## src/rtl/sa_ctrl_pkg.sv

```systemverilog
// Shared types and sizing helpers for the systolic-array feed controller.
package sa_ctrl_pkg;

    typedef enum logic [2:0] {
        ST_IDLE   = 3'd0,
        ST_LOAD   = 3'd1,
        ST_STREAM = 3'd2,
        ST_DRAIN  = 3'd3,
        ST_DONE   = 3'd4
    } sa_state_e;

    function automatic int unsigned beats_f(input int unsigned k, input int unsigned out);
        return k / out;
    endfunction

    function automatic int unsigned t_width_f(input int unsigned beats, input int unsigned rows);
        return (beats + rows > 1) ? $clog2(beats + rows) : 1;
    endfunction

    function automatic int unsigned cnt_width_f(input int unsigned k);
        return (k > 0) ? $clog2(k + 1) : 1;
    endfunction

endpackage

```

## src/rtl/sa_row_fill_cnt.sv

```systemverilog
// Per-row saturating fill counter; reports full now and full after this cycle's beat.
module sa_row_fill_cnt
    import sa_ctrl_pkg::*;
#(
    parameter int unsigned K = 4
) (
    input  logic clk,
    input  logic rst_n,
    input  logic clr,
    input  logic inc,
    output logic full_c,
    output logic full_nxt_c
);

    localparam int unsigned CNT_W = cnt_width_f(K);

    logic [CNT_W-1:0] cnt_q;

    always_ff @(posedge clk or negedge rst_n) begin
        if (!rst_n) begin
            cnt_q <= '0;
        end else if (clr) begin
            cnt_q <= '0;
        end else if (inc && !full_c) begin
            cnt_q <= cnt_q + 1'b1;
        end
    end

    assign full_c     = (cnt_q == CNT_W'(K));
    assign full_nxt_c = full_c | (inc & (cnt_q == CNT_W'(K - 1)));

endmodule

```

## src/rtl/sa_feed_ctrl.sv

```systemverilog
// Sequences load, skewed read-out and drain of the sp_buf row bank feeding the systolic array.
module sa_feed_ctrl
    import sa_ctrl_pkg::*;
#(
    parameter int unsigned ROWS  = 2,
    parameter int unsigned K     = 4,
    parameter int unsigned OUT   = 2,
    parameter int unsigned DRAIN = 3
) (
    input  logic                     clk,
    input  logic                     rst_n,
    input  logic                     start,
    input  logic                     abort,
    input  logic                     ld_valid,
    input  logic [$clog2(ROWS)-1:0]  ld_row,
    output logic                     ld_ready,
    output logic [ROWS-1:0]          buf_en_in,
    output logic [ROWS-1:0]          buf_en_out,
    output logic                     busy,
    output logic                     done,
    output logic                     ld_err
);

    localparam int unsigned ROW_W   = $clog2(ROWS);
    localparam int unsigned BEATS   = beats_f(K, OUT);
    localparam int unsigned T_W     = t_width_f(BEATS, ROWS);
    localparam int unsigned T_LAST  = BEATS + ROWS - 2;
    localparam int unsigned DR_W    = (DRAIN > 1) ? $clog2(DRAIN) : 1;
    localparam int unsigned DR_LAST = (DRAIN > 0) ? DRAIN - 1 : 0;

    sa_state_e        state_q, state_d;
    logic [T_W-1:0]   t_q, t_d;
    logic [DR_W-1:0]  drain_q, drain_d;
    logic             err_q, err_d;
    logic             row_clr_c;
    logic             load_c;
    logic             beat_bad_c;
    logic [ROWS-1:0]  row_hit_c;
    logic [ROWS-1:0]  row_full_c;
    logic [ROWS-1:0]  row_full_nxt_c;

    // One-hot row decode; an out-of-range ld_row simply matches nothing.
    always_comb begin
        row_hit_c = '0;
        for (int unsigned r = 0; r < ROWS; r++) begin
            row_hit_c[r] = (ld_row == ROW_W'(r));
        end
    end

    assign load_c     = ld_valid & ld_ready & ~abort;
    assign buf_en_in  = {ROWS{load_c}} & row_hit_c & ~row_full_c;
    assign beat_bad_c = load_c & ~|(row_hit_c & ~row_full_c);

    for (genvar r = 0; r < int'(ROWS); r++) begin : g_row
        sa_row_fill_cnt #(.K(K)) u_fill (
            .clk        (clk),
            .rst_n      (rst_n),
            .clr        (row_clr_c),
            .inc        (buf_en_in[r]),
            .full_c     (row_full_c[r]),
            .full_nxt_c (row_full_nxt_c[r])
        );
    end

    always_comb begin
        state_d   = state_q;
        t_d       = t_q;
        drain_d   = drain_q;
        err_d     = err_q;
        row_clr_c = 1'b0;
        case (state_q)
            ST_IDLE: begin
                if (start && !abort) begin
                    state_d   = ST_LOAD;
                    t_d       = '0;
                    drain_d   = '0;
                    err_d     = 1'b0;
                    row_clr_c = 1'b1;
                end
            end
            ST_LOAD: begin
                if (abort) begin
                    state_d = ST_IDLE;
                end else begin
                    if (beat_bad_c) begin
                        err_d = 1'b1;
                    end
                    if (&row_full_nxt_c) begin
                        state_d = ST_STREAM;
                        t_d     = '0;
                    end
                end
            end
            ST_STREAM: begin
                if (abort) begin
                    state_d = ST_IDLE;
                end else if (t_q == T_W'(T_LAST)) begin
                    drain_d = '0;
                    state_d = (DRAIN == 0) ? ST_DONE : ST_DRAIN;
                end else begin
                    t_d = t_q + 1'b1;
                end
            end
            ST_DRAIN: begin
                if (abort) begin
                    state_d = ST_IDLE;
                end else if (drain_q == DR_W'(DR_LAST)) begin
                    state_d = ST_DONE;
                end else begin
                    drain_d = drain_q + 1'b1;
                end
            end
            ST_DONE: begin
                state_d = ST_IDLE;
            end
            default: begin
                state_d = ST_IDLE;
            end
        endcase
    end

    always_ff @(posedge clk or negedge rst_n) begin
        if (!rst_n) begin
            state_q  <= ST_IDLE;
            t_q      <= '0;
            drain_q  <= '0;
            err_q    <= 1'b0;
            ld_ready <= 1'b0;
            busy     <= 1'b0;
            done     <= 1'b0;
        end else begin
            state_q  <= state_d;
            t_q      <= t_d;
            drain_q  <= drain_d;
            err_q    <= err_d;
            ld_ready <= (state_d == ST_LOAD);
            busy     <= (state_d inside {ST_LOAD, ST_STREAM, ST_DRAIN});
            done     <= (state_d == ST_DONE);
        end
    end

    assign ld_err = err_q;

    // Diagonal skew: row r reads during t in [r, r+BEATS).
    always_comb begin
        buf_en_out = '0;
        if (state_q == ST_STREAM) begin
            for (int unsigned r = 0; r < ROWS; r++) begin
                buf_en_out[r] = (32'(t_q) >= r) && ((32'(t_q) - r) < BEATS);
            end
        end
    end

endmodule

```

## config.mk

```make
export PLATFORM = sky130hd
export DESIGN_NAME = sa_feed_ctrl
export DESIGN_NICKNAME = d
export VERILOG_FILES = /design/src/rtl/sa_ctrl_pkg.sv /design/src/rtl/sa_row_fill_cnt.sv /design/src/rtl/sa_feed_ctrl.sv
export SDC_FILE = /design/constraint.sdc
export NUM_CORES = 1
export LEC_CHECK = 0
export BUFFER_PORTS_ARGS = -buffer_cell sky130_fd_sc_hd__buf_4
export CAP_MARGIN = 0
export CORE_AREA = 2 2 46 48
export DETAILED_ROUTE_END_ITERATION = 6
export DIE_AREA = 0 0 48 50
export MAX_ROUTING_LAYER = met4
export PLACE_DENSITY = 0.84
export SKIP_CTS_REPAIR_TIMING = 1
export SYNTH_ARGS = -nofsm -noshare
export SYNTH_HDL_FRONTEND = slang
export SYNTH_SLANG_ARGS = --single-unit
```

## constraint.sdc

```tcl
create_clock -name clk -period 2.1 [get_ports clk]
set_input_delay 0.315 -clock clk [delete_from_list [all_inputs] [get_ports clk]]
set_output_delay 0.315 -clock clk [all_outputs]
set_load 0.05 [all_outputs]
```

# Yosys cells after proc, flatten, opt, wreduce, memory -nomap -nowiden
# Index checks and enable logic that the tools add are counted.
# totals
ff_bits	17
word_cells	102
out_inout_bits	8
in_bits	6
# op_classes
bitwise	13
add_sub_neg	5
n_lt_le_gt_ge	3
reduce_logical	20
eq_ne	22
n_mux	30
# op_table
operator	n
2-to-1 mux 3 bit	11
< comparator 32 x 2 -> 1 bit (second input constant)	1
2-to-1 mux 2 bit	10
== test 3 x 2 -> 1 bit (second input constant)	6
inequality test 2 bit (second input constant)	9
one-hot mux 2 bit (3 select lines)	2
one-hot mux 3 bit (4 select lines)	1
AND reduction 6 bit	2
== test 3 bit (second input constant)	3
nonzero test 3 bit	3
adder 3 x 1 -> 3 bit (second input constant)	2
bitwise AND 2 bit	3
== test 3 x 1 -> 1 bit (second input constant)	2
nonzero test 2 bit	3
bitwise AND 1 bit	5
2-to-1 mux 1 bit	5
adder 2 x 1 -> 2 bit (second input constant)	2
== test 2 bit (second input constant)	2
logical AND 1 bit	4
logical NOT 1 bit	4
AND reduction 4 bit	1
logical NOT 3 bit	1
subtractor 2 x 1 -> 3 bit (second input constant)	1
>= comparator 2 x 1 -> 1 bit (second input constant)	1
7 further kinds	9

# Logic depth before layout (Yosys ltp)
# Gate-level depths: netlist of the first run.
# logic_depth
word_depth	12
mapped_depth	7
ltp_nobuf	7

# By module
# Synthesis of the first run repeated with hierarchy kept, for this count alone.
# hier_totals
cells_unflattened	107
hier_area_um2	1036.0
# by_module_without_submodules
module	cells_each	area_per_inst_um2	instances	seq_area_each_um2
sa_feed_ctrl	67	628.1	1	275.3
sa_row_fill_cnt	20	203.9	2	75.1

# Worst setup path before layout of the first run
# Ideal clock, no wire load.
# synth_path
kind	register -> register
startpoint	register ld_ready
endpoint	register t_q[1]
synth_period_minus_slack_ns	1.889
n_path_buf	0
t_required_ns	1.975
path_stages_with_launch	6
setup_time_ns	0.125
path_slack_ns	0.211
arrival_ns	1.764
cell_sequence	dfrtp_1 > nor2b_1 > a41oi_1 > o31ai_4 > a31oi_2 > mux2_4
# synth_between
elab_chain_cells	9
word_cells_on_any_way	11
cone_classes	eq/ne (1); bitwise (8); reduce/logical (2)
# synth_rtl
item	line_no	source
start, declared	sa_feed_ctrl.sv:16	output logic ld_ready,
start signal, assigned	sa_feed_ctrl.sv:136	ld_ready <= (state_d == ST_LOAD);
bitwise AND 1 bit (*) (2 in series)	sa_feed_ctrl.sv:50	assign load_c = ld_valid & ld_ready & ~abort;
bitwise AND 2 bit (*) (2 in series)	sa_feed_ctrl.sv:51	assign buf_en_in = {ROWS{load_c}} & row_hit_c & ~row_full_c;
bitwise AND 1 bit	sa_row_fill_cnt.sv:30	assign full_nxt_c = full_c | (inc & (cnt_q == CNT_W'(K - 1)));
bitwise OR 1 bit	sa_row_fill_cnt.sv:30	
AND reduction 2 bit (*)	sa_feed_ctrl.sv:88	if (&row_full_nxt_c) begin
inequality test 2 bit (no line) (*)	-	
AND reduction 6 bit (no line) (*)	-	
end signal, assigned	sa_feed_ctrl.sv:133	t_q <= t_d;
end, declared	sa_feed_ctrl.sv:32	logic [T_W-1:0] t_q, t_d;
# Every way passes the cells marked *; elsewhere a longest branch is shown, timed or not.
# A chain may end at the register's enable or synchronous reset.

# Worst setup path in the final report of the first run
# layout_path
startpoint	register g_row[1].u_fill.cnt_q[0]
endpoint	register t_q[1]
# layout_between
elab_chain_cells	8
word_cells_on_any_way	9
cone_classes	eq/ne (3); bitwise (4); reduce/logical (2)
# layout_rtl
item	line_no	source
start, declared	sa_row_fill_cnt.sv:17	logic [CNT_W-1:0] cnt_q;
start signal, assigned	sa_row_fill_cnt.sv:25	cnt_q <= cnt_q + 1'b1;
== test 3 bit	sa_row_fill_cnt.sv:29	assign full_c = (cnt_q == CNT_W'(K));
NOT 2 bit	sa_feed_ctrl.sv:51	
bitwise AND 2 bit	sa_feed_ctrl.sv:51	
bitwise AND 1 bit	sa_row_fill_cnt.sv:30	
bitwise OR 1 bit (*)	sa_row_fill_cnt.sv:30	
AND reduction 2 bit (*)	sa_feed_ctrl.sv:88	
inequality test 2 bit (no line) (*)	-	
AND reduction 6 bit (no line) (*)	-	
# Marked as above.

==> results_tabular.tex, run 1 <==
\begin{tabular}{lr}
\hline
Metric & Value \\
\hline
\multicolumn{2}{l}{\textbf{Worst setup path}} \\
Critical Path Start Type & flip-flop \\
Kind of end point of the critical path & flip-flop \\
Cell-by-cell trace of the critical path & ha\_1, ha\_1, a41oi\_1, o21bai\_2, a31oi\_2, mux2\_4 \\
Category of the most critical setup path & flip-flop to flip-flop \\
Req. time, crit path & 2.30 ns \\
Highest-delay cell along the critical path & a41oi\_1 \\
Cell seen most often among critical-path stages & ha\_1 \\
Kind of cell with the highest combined delay on the critical path & compound AO/OA/AOI/OAI gates \\
Number of buffers and inverters on the critical path & 0 \\
Maximum net fanout on the critical path & 4 \\
WP data arrival & 2.19 ns \\
Slowest cell delay on critical path & 0.43 ns \\
\multicolumn{2}{l}{\textbf{Job}} \\
Max\_cap viols & 0 \\
\multicolumn{2}{l}{\textbf{Cells and area}} \\
Number of nets in the layout & 126 \\
Register area & 425.4 sq um \\
Final antenna diode count & 0 \\
Share of layout cells above drive strength 1 & 25.23\% \\
Final cell count without fillers & 138 \\
Area growth, synth to finish & 14.71\% \\
Fill cell instance count of the final layout & 170 \\
Multi-input gate area & 484.2 sq um \\
\multicolumn{2}{l}{\textbf{Yosys}} \\
Sequential-to-total area share from yosys stat & 43.87\% \\
Top cell type by total area after synthesis & dfrtp\_1 \\
Number of library cell types mapped by synthesis & 28 \\
Number of warnings issued by yosys & 0 \\
Post-Synthesis Cell Area & 969.7 sq um \\
Ranking of synthesized cells by area & dfrtp\_1, ha\_1, nor2\_1 \\
Number of enable-type register cells in the synthesized netlist & 0 \\
Synth Flop Type & dfrtp\_1 \\
Commonest cells in the synthesized netlist & dfrtp\_1, nor2\_1, nand2\_1, inv\_1, ha\_1 \\
Most frequent cell after synthesis & dfrtp\_1 \\
Synthesized instance count & 97 \\
Synthesis-stage register bit count & 17 \\
Async set-reset flop share out of synthesis & 100.0\% \\
Synthesized area per cell & 9.997 sq um \\
Synth Net Count & 111 \\
Post-synth top area share & 43.87\% \\
\multicolumn{2}{l}{\textbf{Routing}} \\
Post-route ant nets & 0 \\
Final routed DRC violation total & 0 \\
Total via count after detailed routing & 702 \\
Iteration-0 DRC Markers & 17 \\
Number of vias per cell & 5.087 \\
Detailed-routing iteration count for the pre-antenna-repair pass & 4 \\
Total wire length & 1671 um \\
WL/cell & 12.11 um \\
\multicolumn{2}{l}{\textbf{CTS}} \\
Maximum buffer depth of the clock tree & 2 \\
Clock transition time at the flip-flop clock pins of the worst setup and hold paths & 0.11 ns \\
Num Clock Sinks & 17 \\
Max H-tree Level & 1 \\
CTS tree & done \\
Worst skew pair latency & 0.30 ns \\
Clock root buffer master & clkbuf\_4 \\
Number of buffers added by the clock tree synthesis step & 3 \\
\multicolumn{2}{l}{\textbf{Timing}} \\
Shortest period the worst path allows & 1.997 ns \\
FMAX & 0.5007 GHz \\
Transition at the pin with the smallest max-transition slack & 0.4667 ns \\
Final period util & 95.10\% \\
Worst Skew & 0.007253 ns \\
Final number of max-transition violations & 0 \\
RSZ-0062 raised after global routing & yes \\
Final sum of negative setup slack & 0 ns \\
Number of setup violations in the final report & 0 \\
Worst rel slew slack & 68.48\% \\
Final hold violation count & 0 \\
Worst-case setup margin in the final layout & 0.1029 ns \\
\multicolumn{2}{l}{\textbf{Pwr}} \\
Leak & 0.0005317 uW \\
Pwr dens & 582.4 nW/um\^{}2 \\
Total chip power & 647.8 uW \\
Worst voltage drop across the vdd grid & 315.1 uV \\
\multicolumn{2}{l}{\textbf{Placed design}} \\
Setup slack after placement & 0.07847 ns \\
Port Buffer Count & 13 \\
Half-perimeter wire length after detailed placement & 1351 um \\
Placed insts & 133 \\
Final Wtd Congestion & 0.7628 \\
\multicolumn{2}{l}{\textbf{Global route}} \\
Global-route wire length before repair & 2739 um \\
Vias in the first global route & 654 \\
Antenna violations before repair & 0 \\
Global-route usage over all layers & 16.72\% \\
Sum of overflow across all layers after global routing & 0 \\
Maximum number of pins on one net before global-route repair & 18 \\
\multicolumn{2}{l}{\textbf{Die}} \\
Total Die Area & 2400 sq um \\
Area of the placeable core & 1902 sq um \\
Effective utilization at floorplan & 50.99\% \\
Placement Rows & 16 \\
Number of ports placed on the die boundary & 14 \\
Die boundary width & 48 um \\
Die Span Y & 50 um \\
\multicolumn{2}{l}{\textbf{Run status}} \\
Outcome & finished, final reports clean \\
\multicolumn{2}{l}{\textbf{Min path}} \\
Hold Crit Class & primary input to flip-flop \\
\hline
\end{tabular}
==> worst min-delay path, cell delays in order <==
cell	delay (ns)
buf_4	0.12
nand3_1	0.09
o21ai_0	0.08
==> stage by stage <==
| step | utilization [%] | cell area (sq um) | hold slack [ns] |
|---|---|---|---|
| 6_report | 58.49 | 1112 | 0.3347 |
| 5_1_grt | 58.49 | 1112 | 0.3549 |
| 4_1_cts | 57.96 | 1102 | -0.1322 |
| 3_5_place_dp | 56.51 | 1075 | 0.1921 |
| 3_3_place_gp | 56.51 | 1075 | 0.1862 |
| 2_1_floorplan | - | 969.7 | 0.01941 |
==> per-layer routing <==
layer	vias to the layer above	global-route usage, %	part of all wire, %
met5	-	-	0
met4	0	4.054	0.42
met3	2	3.297	3.1
met2	15	28.89	51
met1	334	19.06	45
li1	351	-	-
==> final timing paths <==
| path | end | slack [ns] | startpoint | depth (start not counted) |
|---|---|---|---|---|
| worst max register to register | t_q[1] | 0.10 | g_row[1].u_fill.cnt_q[0] | 6 |
| max in group asynchronous | busy | 1.51 | rst_n | 2 |
| worst min register to register | drain_q[1] | 0.50 | drain_q[1] | 2 |
| worst min-delay path | ld_err | 0.33 | ld_valid | 3 |
| min in group asynchronous | drain_q[0] | 0.39 | rst_n | 2 |
| worst max-delay path | t_q[1] | 0.10 | g_row[1].u_fill.cnt_q[0] | 6 |
==> final cells by class <==
class	instances	area share, %
clock inverters	1	0.4499
well taps	27	3.037
multi-input cells	67	43.53
repair buffers	14	9.674
flip-flops and latches	17	38.25
inverters	9	3.037
clock buffers	3	2.025
==> report_power, final <==
part	total, uW	internal [uW]	switching (uW)
Combinational	109	42.3	67.0
Clock	181	70.9	110
Sequential	358	343	14.2
Total	648	457	191
==> flip-flops by register name, summed over array words and instances, names as in the netlist <==
register,count
ld_err,1
g_row.u_fill.cnt_q,6
drain_q,2
busy,1
state_q,3
ld_ready,1
done,1
t_q,2
==> cells by family after synthesis <==
kind of cell / count (synthesis) / share of synthesized area [%]
buf+inv: 13 / 6.193
simple gates: 41 / 21.16
compound gates: 13 / 12.90
fa+ha+maj: 8 / 10.32
mux: 3 / 3.741
xor+xnor: 2 / 1.807
flops: 17 / 43.87
==> cells in the final DEF, fill, tap and decap left out, drive strengths merged, types with 2 or more instances in the layout <==
cell	instances
a21oi	2
o21ai	4
ha	8
nand3	7
xnor2	2
nand2	13
inv	9
nor2	15
mux2	2
buf	13
dfrtp	17
clkbuf	3
(Power assumes the default switching activity.)
==> inputs of run 2 (changes only) <==
==> constraint.sdc (replaced) <==
create_clock -name clk -period 2.1 [get_ports clk]
set_input_delay 0.525 -clock clk [delete_from_list [all_inputs] [get_ports clk]]
set_output_delay 0.525 -clock clk [all_outputs]
set_load 0.05 [all_outputs]
==> run 2 against run 1 <==
Against the previous run:
- die area stayed put
- power is 1.2% lower
- non-clock buffer count stayed put
- critical endpoint is now buf_en_in[1]
==> results_tabular.tex, run 2 (synthesized netlist as in run 1, its figures left out) <==
\begin{tabular}{lr}
\hline
Metric & Value \\
\hline
\multicolumn{2}{l}{\textbf{Run status}} \\
Outcome & finished, final reports clean \\
\multicolumn{2}{l}{\textbf{Timing}} \\
Final number of max-transition violations & 0 (unchanged) \\
Worst Skew & 0.001264 ns (-0.005989 ns) \\
Final period util & 94.25\% (-0.85 points) \\
Final hold violation count & 0 (unchanged) \\
Shortest period the worst path allows & 1.979 ns (-0.01786 ns) \\
Transition at the pin with the smallest max-transition slack & 0.2816 ns (-0.1850 ns) \\
FMAX & 0.5052 GHz (+0.90\%) \\
Final sum of negative setup slack & 0 ns (unchanged) \\
RSZ-0062 raised after global routing & no \\
Number of setup violations in the final report & 0 (unchanged) \\
Worst rel slew slack & 81.20\% (+13 points) \\
\multicolumn{2}{l}{\textbf{Worst setup path}} \\
Category of the most critical setup path & flip-flop to output pin \\
Maximum net fanout on the critical path & 3 (-1) \\
Critical Path Start Type & flip-flop \\
Kind of end point of the critical path & output pin \\
WP data arrival & 1.45 ns (-0.74 ns) \\
Req. time, crit path & 1.57 ns (-0.73 ns) \\
Register-to-register path setup slack & 0.22 ns (+0.12 ns) \\
\multicolumn{2}{l}{\textbf{Cells and area}} \\
Final antenna diode count & 0 (unchanged) \\
Regs by FF count & g\_row.u\_fill.cnt\_q: 6 flops, state\_q: 3 flops \\
Leading cell type in the layout, fill and taps excluded & dfrtp\_1 \\
Final cell count without fillers & 138 (unchanged) \\
Number of nets in the layout & 126 (unchanged) \\
Leading cell types in the layout, fill and taps excluded & dfrtp\_1, nor2\_1, buf\_4, nand2\_1, inv\_1 \\
Register name with the most flops & g\_row.u\_fill.cnt\_q \\
Share of layout cells above drive strength 1 & 26.13\% (+0.90 points) \\
Area growth, synth to finish & 15.10\% \\
Number of flip-flops under the largest register name & 6 (unchanged) \\
\multicolumn{2}{l}{\textbf{Global route}} \\
Sum of overflow across all layers after global routing & 0 (unchanged) \\
Global-route wire length before repair & 2773 um (+1.2\%) \\
Global-route usage over all layers & 16.82\% (+0.11 points) \\
Vias in the first global route & 705 (+7.8\%) \\
Maximum number of pins on one net before global-route repair & 18 (unchanged) \\
Antenna violations before repair & 0 (unchanged) \\
\multicolumn{2}{l}{\textbf{Die}} \\
Effective utilization at floorplan & 50.99\% (unchanged) \\
Die boundary width & 48 um (unchanged) \\
Total Die Area & 2400 sq um (unchanged) \\
Area of the placeable core & 1902 sq um (unchanged) \\
Die Span Y & 50 um (unchanged) \\
Number of ports placed on the die boundary & 14 (unchanged) \\
Placement Rows & 16 (unchanged) \\
\multicolumn{2}{l}{\textbf{Routing}} \\
Number of vias per cell & 5.101 (+0.28\%) \\
Detailed-routing iteration count for the pre-antenna-repair pass & 4 (unchanged) \\
Post-route ant nets & 0 (unchanged) \\
Total wire length & 1714 um (+2.6\%) \\
Total via count after detailed routing & 704 (+0.28\%) \\
Iteration-0 DRC Markers & 8 (-9) \\
Final routed DRC violation total & 0 (unchanged) \\
WL/cell & 12.42 um (+2.6\%) \\
\multicolumn{2}{l}{\textbf{CTS}} \\
Number of buffers added by the clock tree synthesis step & 3 (unchanged) \\
Clock transition time at the flip-flop clock pins of the worst setup and hold paths & 0.09 ns (-0.02 ns) \\
Maximum buffer depth of the clock tree & 2 (unchanged) \\
Max H-tree Level & 1 (unchanged) \\
Worst skew pair latency & 0.28 ns (-0.02 ns) \\
Clock root buffer master & clkbuf\_4 \\
CTS tree & done \\
Num Clock Sinks & 17 (unchanged) \\
\multicolumn{2}{l}{\textbf{Min path}} \\
Hold Crit Class & primary input to async pin \\
\multicolumn{2}{l}{\textbf{Pwr}} \\
Leak & 0.0005305 uW (-0.24\%) \\
Worst voltage drop across the vdd grid & 324.2 uV (+2.9\%) \\
Pwr dens & 573.7 nW/um\^{}2 (-1.5\%) \\
\multicolumn{2}{l}{\textbf{Job}} \\
Max\_cap viols & 0 (unchanged) \\
\multicolumn{2}{l}{\textbf{Placed design}} \\
Final Wtd Congestion & 0.7612 (-0.21\%) \\
Placed insts & 134 (+0.75\%) \\
Port Buffer Count & 13 (unchanged) \\
Half-perimeter wire length after detailed placement & 1348 um (-0.18\%) \\
\hline
\end{tabular}
[run 2: cell count changes in the layout (fill, tap and decap cells not counted), sizes merged]
cell,previous run,this run
clkbuf,3,4
buf,13,14
dlygate4sd3,1,0
clkinv,1,0
[run 2: through the flow]
step	util (%)	total power (uW)	hold WS, ns	setup WS [ns]	cell area, sq um
after global placement	56.91	469.7	0.3985	0.1447	1082
after floorplan	-	437.1	0.2294	0.1570	969.7
after detailed placement	56.91	476.4	0.4015	0.09111	1082
final	58.68	640.3	0.08098	0.1208	1116
after global routing	58.68	678.7	0.07788	0.002828	1116
after CTS	58.29	647.8	0.08296	0.09430	1109
[run 2: critical path: stages, from the launching register on]
cell     delay [ns]
dfrtp_1        0.39
inv_1          0.06
ha_1           0.18
and2_2         0.19
nor2_1         0.14
buf_4          0.22
[run 2: routing by layer]
metal	track usage [%]	vias to the layer above	routed length [um]
met5	-	-	0
met4	5.405	0	18
met3	3.297	4	72
met2	29.33	18	894
met1	18.22	333	728
li1	-	349	-
[run 2: worst paths after layout]
path                                               start            to  cells past startpoint
max in group asynchronous                          rst_n    state_q[2]                      1
worst max register to register  g_row[1].u_fill.cnt_q[0]        t_q[1]                      6
worst max-delay path            g_row[1].u_fill.cnt_q[0]  buf_en_in[1]                      5
worst min register to register                    ld_err        ld_err                      2
worst min-delay path                               rst_n        t_q[0]                      1
min in group clk                                  ld_err        ld_err                      2
[run 2: cell type report]
type / count / area (sq um)
multi-input cells: 67 / 491.7
clock buffers: 4 / 26.28
inverters: 9 / 33.78
flip-flops and latches: 17 / 425.4
fillers: 164 / 785.8
well taps: 27 / 33.78
repair buffers: 14 / 105.1
[run 2: report_power, final]
| group | switching, uW | internal, uW |
|---|---|---|
| combinational | 69.5 | 42.3 |
| sequential | 13.8 | 343 |
| clock | 97.6 | 73.8 |
| total | 181 | 459 |
==> inputs of run 3 (changes only) <==
--- a/config.mk
+++ b/config.mk
@@ -12,6 +12,7 @@
 export DIE_AREA = 0 0 48 50
 export MAX_ROUTING_LAYER = met4
 export PLACE_DENSITY = 0.84
+export SETUP_SLACK_MARGIN = 0.5
 export SKIP_CTS_REPAIR_TIMING = 1
 export SYNTH_ARGS = -nofsm -noshare
 export SYNTH_HDL_FRONTEND = slang
==> run 3 against run 2 <==
Against the previous run:
- via count grew 14%
- final area grew 27%
- worst setup slack gained 0.068 ns
- register-to-register slack gained 0.05 ns
- first-iteration DRC count shrank 13%
- critical path type is now primary input to output pin
- highest routed layer unchanged
==> results_tabular.tex, run 3 (synthesized netlist as in run 1, its figures left out) <==
\begin{tabular}{lr}
\hline
Metric & Value \\
\hline
\multicolumn{2}{l}{\textbf{Run status}} \\
Outcome & finished, final reports clean \\
\multicolumn{2}{l}{\textbf{CTS}} \\
Clock root buffer master & clkbuf\_4 \\
Worst skew pair latency & 0.30 ns (+0.02 ns) \\
Number of buffers added by the clock tree synthesis step & 3 (unchanged) \\
CTS tree & done \\
Maximum buffer depth of the clock tree & 2 (unchanged) \\
Num Clock Sinks & 17 (unchanged) \\
Clock transition time at the flip-flop clock pins of the worst setup and hold paths & 0.11 ns (+0.02 ns) \\
Max H-tree Level & 1 (unchanged) \\
\multicolumn{2}{l}{\textbf{Cells and area}} \\
Register name with the most flops & g\_row.u\_fill.cnt\_q \\
Area growth, synth to finish & 46.19\% \\
Regs by FF count & g\_row.u\_fill.cnt\_q: 6 flops, state\_q: 3 flops \\
Final Cell Area & 1418 sq um (+27\%) \\
Leading cell type in the layout, fill and taps excluded & buf\_4 \\
Leading cell types in the layout, fill and taps excluded & buf\_4, dfrtp\_1, nor2\_1, nand2\_1, nand3\_1 \\
Share of layout cells above drive strength 1 & 52.80\% (+27 points) \\
Final antenna diode count & 0 (unchanged) \\
Number of flip-flops under the largest register name & 6 (unchanged) \\
Number of nets in the layout & 140 (+11\%) \\
\multicolumn{2}{l}{\textbf{Die}} \\
Total Die Area & 2400 sq um (unchanged) \\
Number of ports placed on the die boundary & 14 (unchanged) \\
Die Span Y & 50 um (unchanged) \\
Area of the placeable core & 1902 sq um (unchanged) \\
Effective utilization at floorplan & 50.99\% (unchanged) \\
Die boundary width & 48 um (unchanged) \\
Placement Rows & 16 (unchanged) \\
\multicolumn{2}{l}{\textbf{Timing}} \\
Number of setup violations in the final report & 0 (unchanged) \\
FMAX & 0.5233 GHz (+3.6\%) \\
Transition at the pin with the smallest max-transition slack & 0.2780 ns (-0.003645 ns) \\
Final sum of negative setup slack & 0 ns (unchanged) \\
RSZ-0062 raised after global routing & yes \\
Hold\_ws & 0.06279 ns (-0.01820 ns) \\
Shortest period the worst path allows & 1.911 ns (-0.06847 ns) \\
Worst Skew & 0.01619 ns (+0.01493 ns) \\
Final period util & 90.99\% (-3.3 points) \\
Final hold violation count & 0 (unchanged) \\
Final number of max-transition violations & 0 (unchanged) \\
Worst rel slew slack & 81.47\% (+0.26 points) \\
\multicolumn{2}{l}{\textbf{Worst setup path}} \\
Maximum net fanout on the critical path & 4 (+1) \\
Kind of end point of the critical path & output pin \\
Register-to-register path setup slack & 0.27 ns (+0.05 ns) \\
Reg-to-reg startpoint & g\_row[0].u\_fill.cnt\_q[1] \\
Category of the most critical setup path & primary input to output pin \\
Reg-to-reg critical path endpoint & t\_q[1] \\
Req. time, crit path & 1.57 ns (about the same) \\
CP startpoint & abort \\
WP data arrival & 1.39 ns (-0.06 ns) \\
R2R depth & 7 (+1) \\
Critical Path Start Type & primary input \\
\multicolumn{2}{l}{\textbf{Global route}} \\
Antenna violations before repair & 0 (unchanged) \\
Vias in the first global route & 707 (+0.28\%) \\
Global-route wire length before repair & 2939 um (+6.0\%) \\
Global-route usage over all layers & 17.97\% (+1.1 points) \\
Sum of overflow across all layers after global routing & 0 (unchanged) \\
Maximum number of pins on one net before global-route repair & 18 (unchanged) \\
\multicolumn{2}{l}{\textbf{Routing}} \\
Detailed-routing iteration count for the pre-antenna-repair pass & 4 (unchanged) \\
Total via count after detailed routing & 800 (+14\%) \\
WL/cell & 14.81 um (+19\%) \\
Final routed DRC violation total & 0 (unchanged) \\
Number of vias per cell & 5.263 (+3.2\%) \\
Total wire length & 2251 um (+31\%) \\
Post-route ant nets & 0 (unchanged) \\
Iteration-0 DRC Markers & 7 (-1) \\
\multicolumn{2}{l}{\textbf{Placed design}} \\
Final Wtd Congestion & 0.8641 (+14\%) \\
Port Buffer Count & 13 (unchanged) \\
Placed standard-cell area & 1102 sq um (+1.8\%) \\
Half-perimeter wire length after detailed placement & 1402 um (+4.0\%) \\
\multicolumn{2}{l}{\textbf{Min path}} \\
Hold Crit Class & primary input to async pin \\
\multicolumn{2}{l}{\textbf{Job}} \\
Max\_cap viols & 0 (unchanged) \\
\multicolumn{2}{l}{\textbf{Pwr}} \\
Pwr dens & 505.5 nW/um\^{}2 (-12\%) \\
Leak & 0.0006259 uW (+18\%) \\
Worst voltage drop across the vdd grid & 430.3 uV (+33\%) \\
\hline
\end{tabular}
run 3: metrics by stage:
stage | power, uW | std cells | utilization [%] | worst slack (ns)
6_report | 716.5 | 152 | 74.54 | 0.1892
5_1_grt | 754.5 | 152 | 74.54 | 0.1589
4_1_cts | 656.0 | 137 | 59.41 | 0.1074
3_5_place_dp | 478.9 | 133 | 57.96 | 0.1709
3_3_place_gp | 472.9 | 133 | 57.96 | 0.1873
2_1_floorplan | 440.8 | 97 | - | 0.3949
run 3: how the worst max path moves through the flow:
stage | endpoint | slack (ns) | cells past startpoint
2_1_floorplan | t_q[1] | 0.39 | 5
3_3_place_gp | buf_en_in[0] | 0.19 | 5
3_5_place_dp | buf_en_in[0] | 0.17 | 5
4_1_cts | buf_en_in[1] | 0.11 | 5
5_1_grt | buf_en_in[0] | 0.16 | 6
6_report | buf_en_in[0] | 0.19 | 5
run 3: worst max-delay path, stage by stage:
cell and delay, ns:
buf_4 0.15, and4bb_2 0.36, nand2_2 0.10, inv_2 0.10, buf_8 0.15
run 3: metal layers:
layer,up-vias,global-route usage [%],share of wire (%)
met5,-,-,0
met4,0,8.108,2.2
met3,6,4.396,2.7
met2,19,29.56,55
met1,395,19.58,40
li1,380,-,-
run 3: power by group:
| part | leakage (uW) | internal, uW | total (uW) | switching (uW) |
|---|---|---|---|---|
| sequential | 0.000230 | 344 | 358 | 13.8 |
| clock | 0.0000177 | 70.9 | 178 | 108 |
| combinational | 0.000378 | 85.4 | 180 | 94.6 |
| total | 0.000626 | 501 | 717 | 216 |
run 3: layout make-up:
type                       instances  area [sq um]
multi-input combinational         67         646.9
tap                               27         33.78
sequential                        17         427.9
fill                             134         484.2
timing repair buffer              28         247.7
clock inverter                     1         5.005
clock buffer                       3         22.52
inverter                           9         33.78
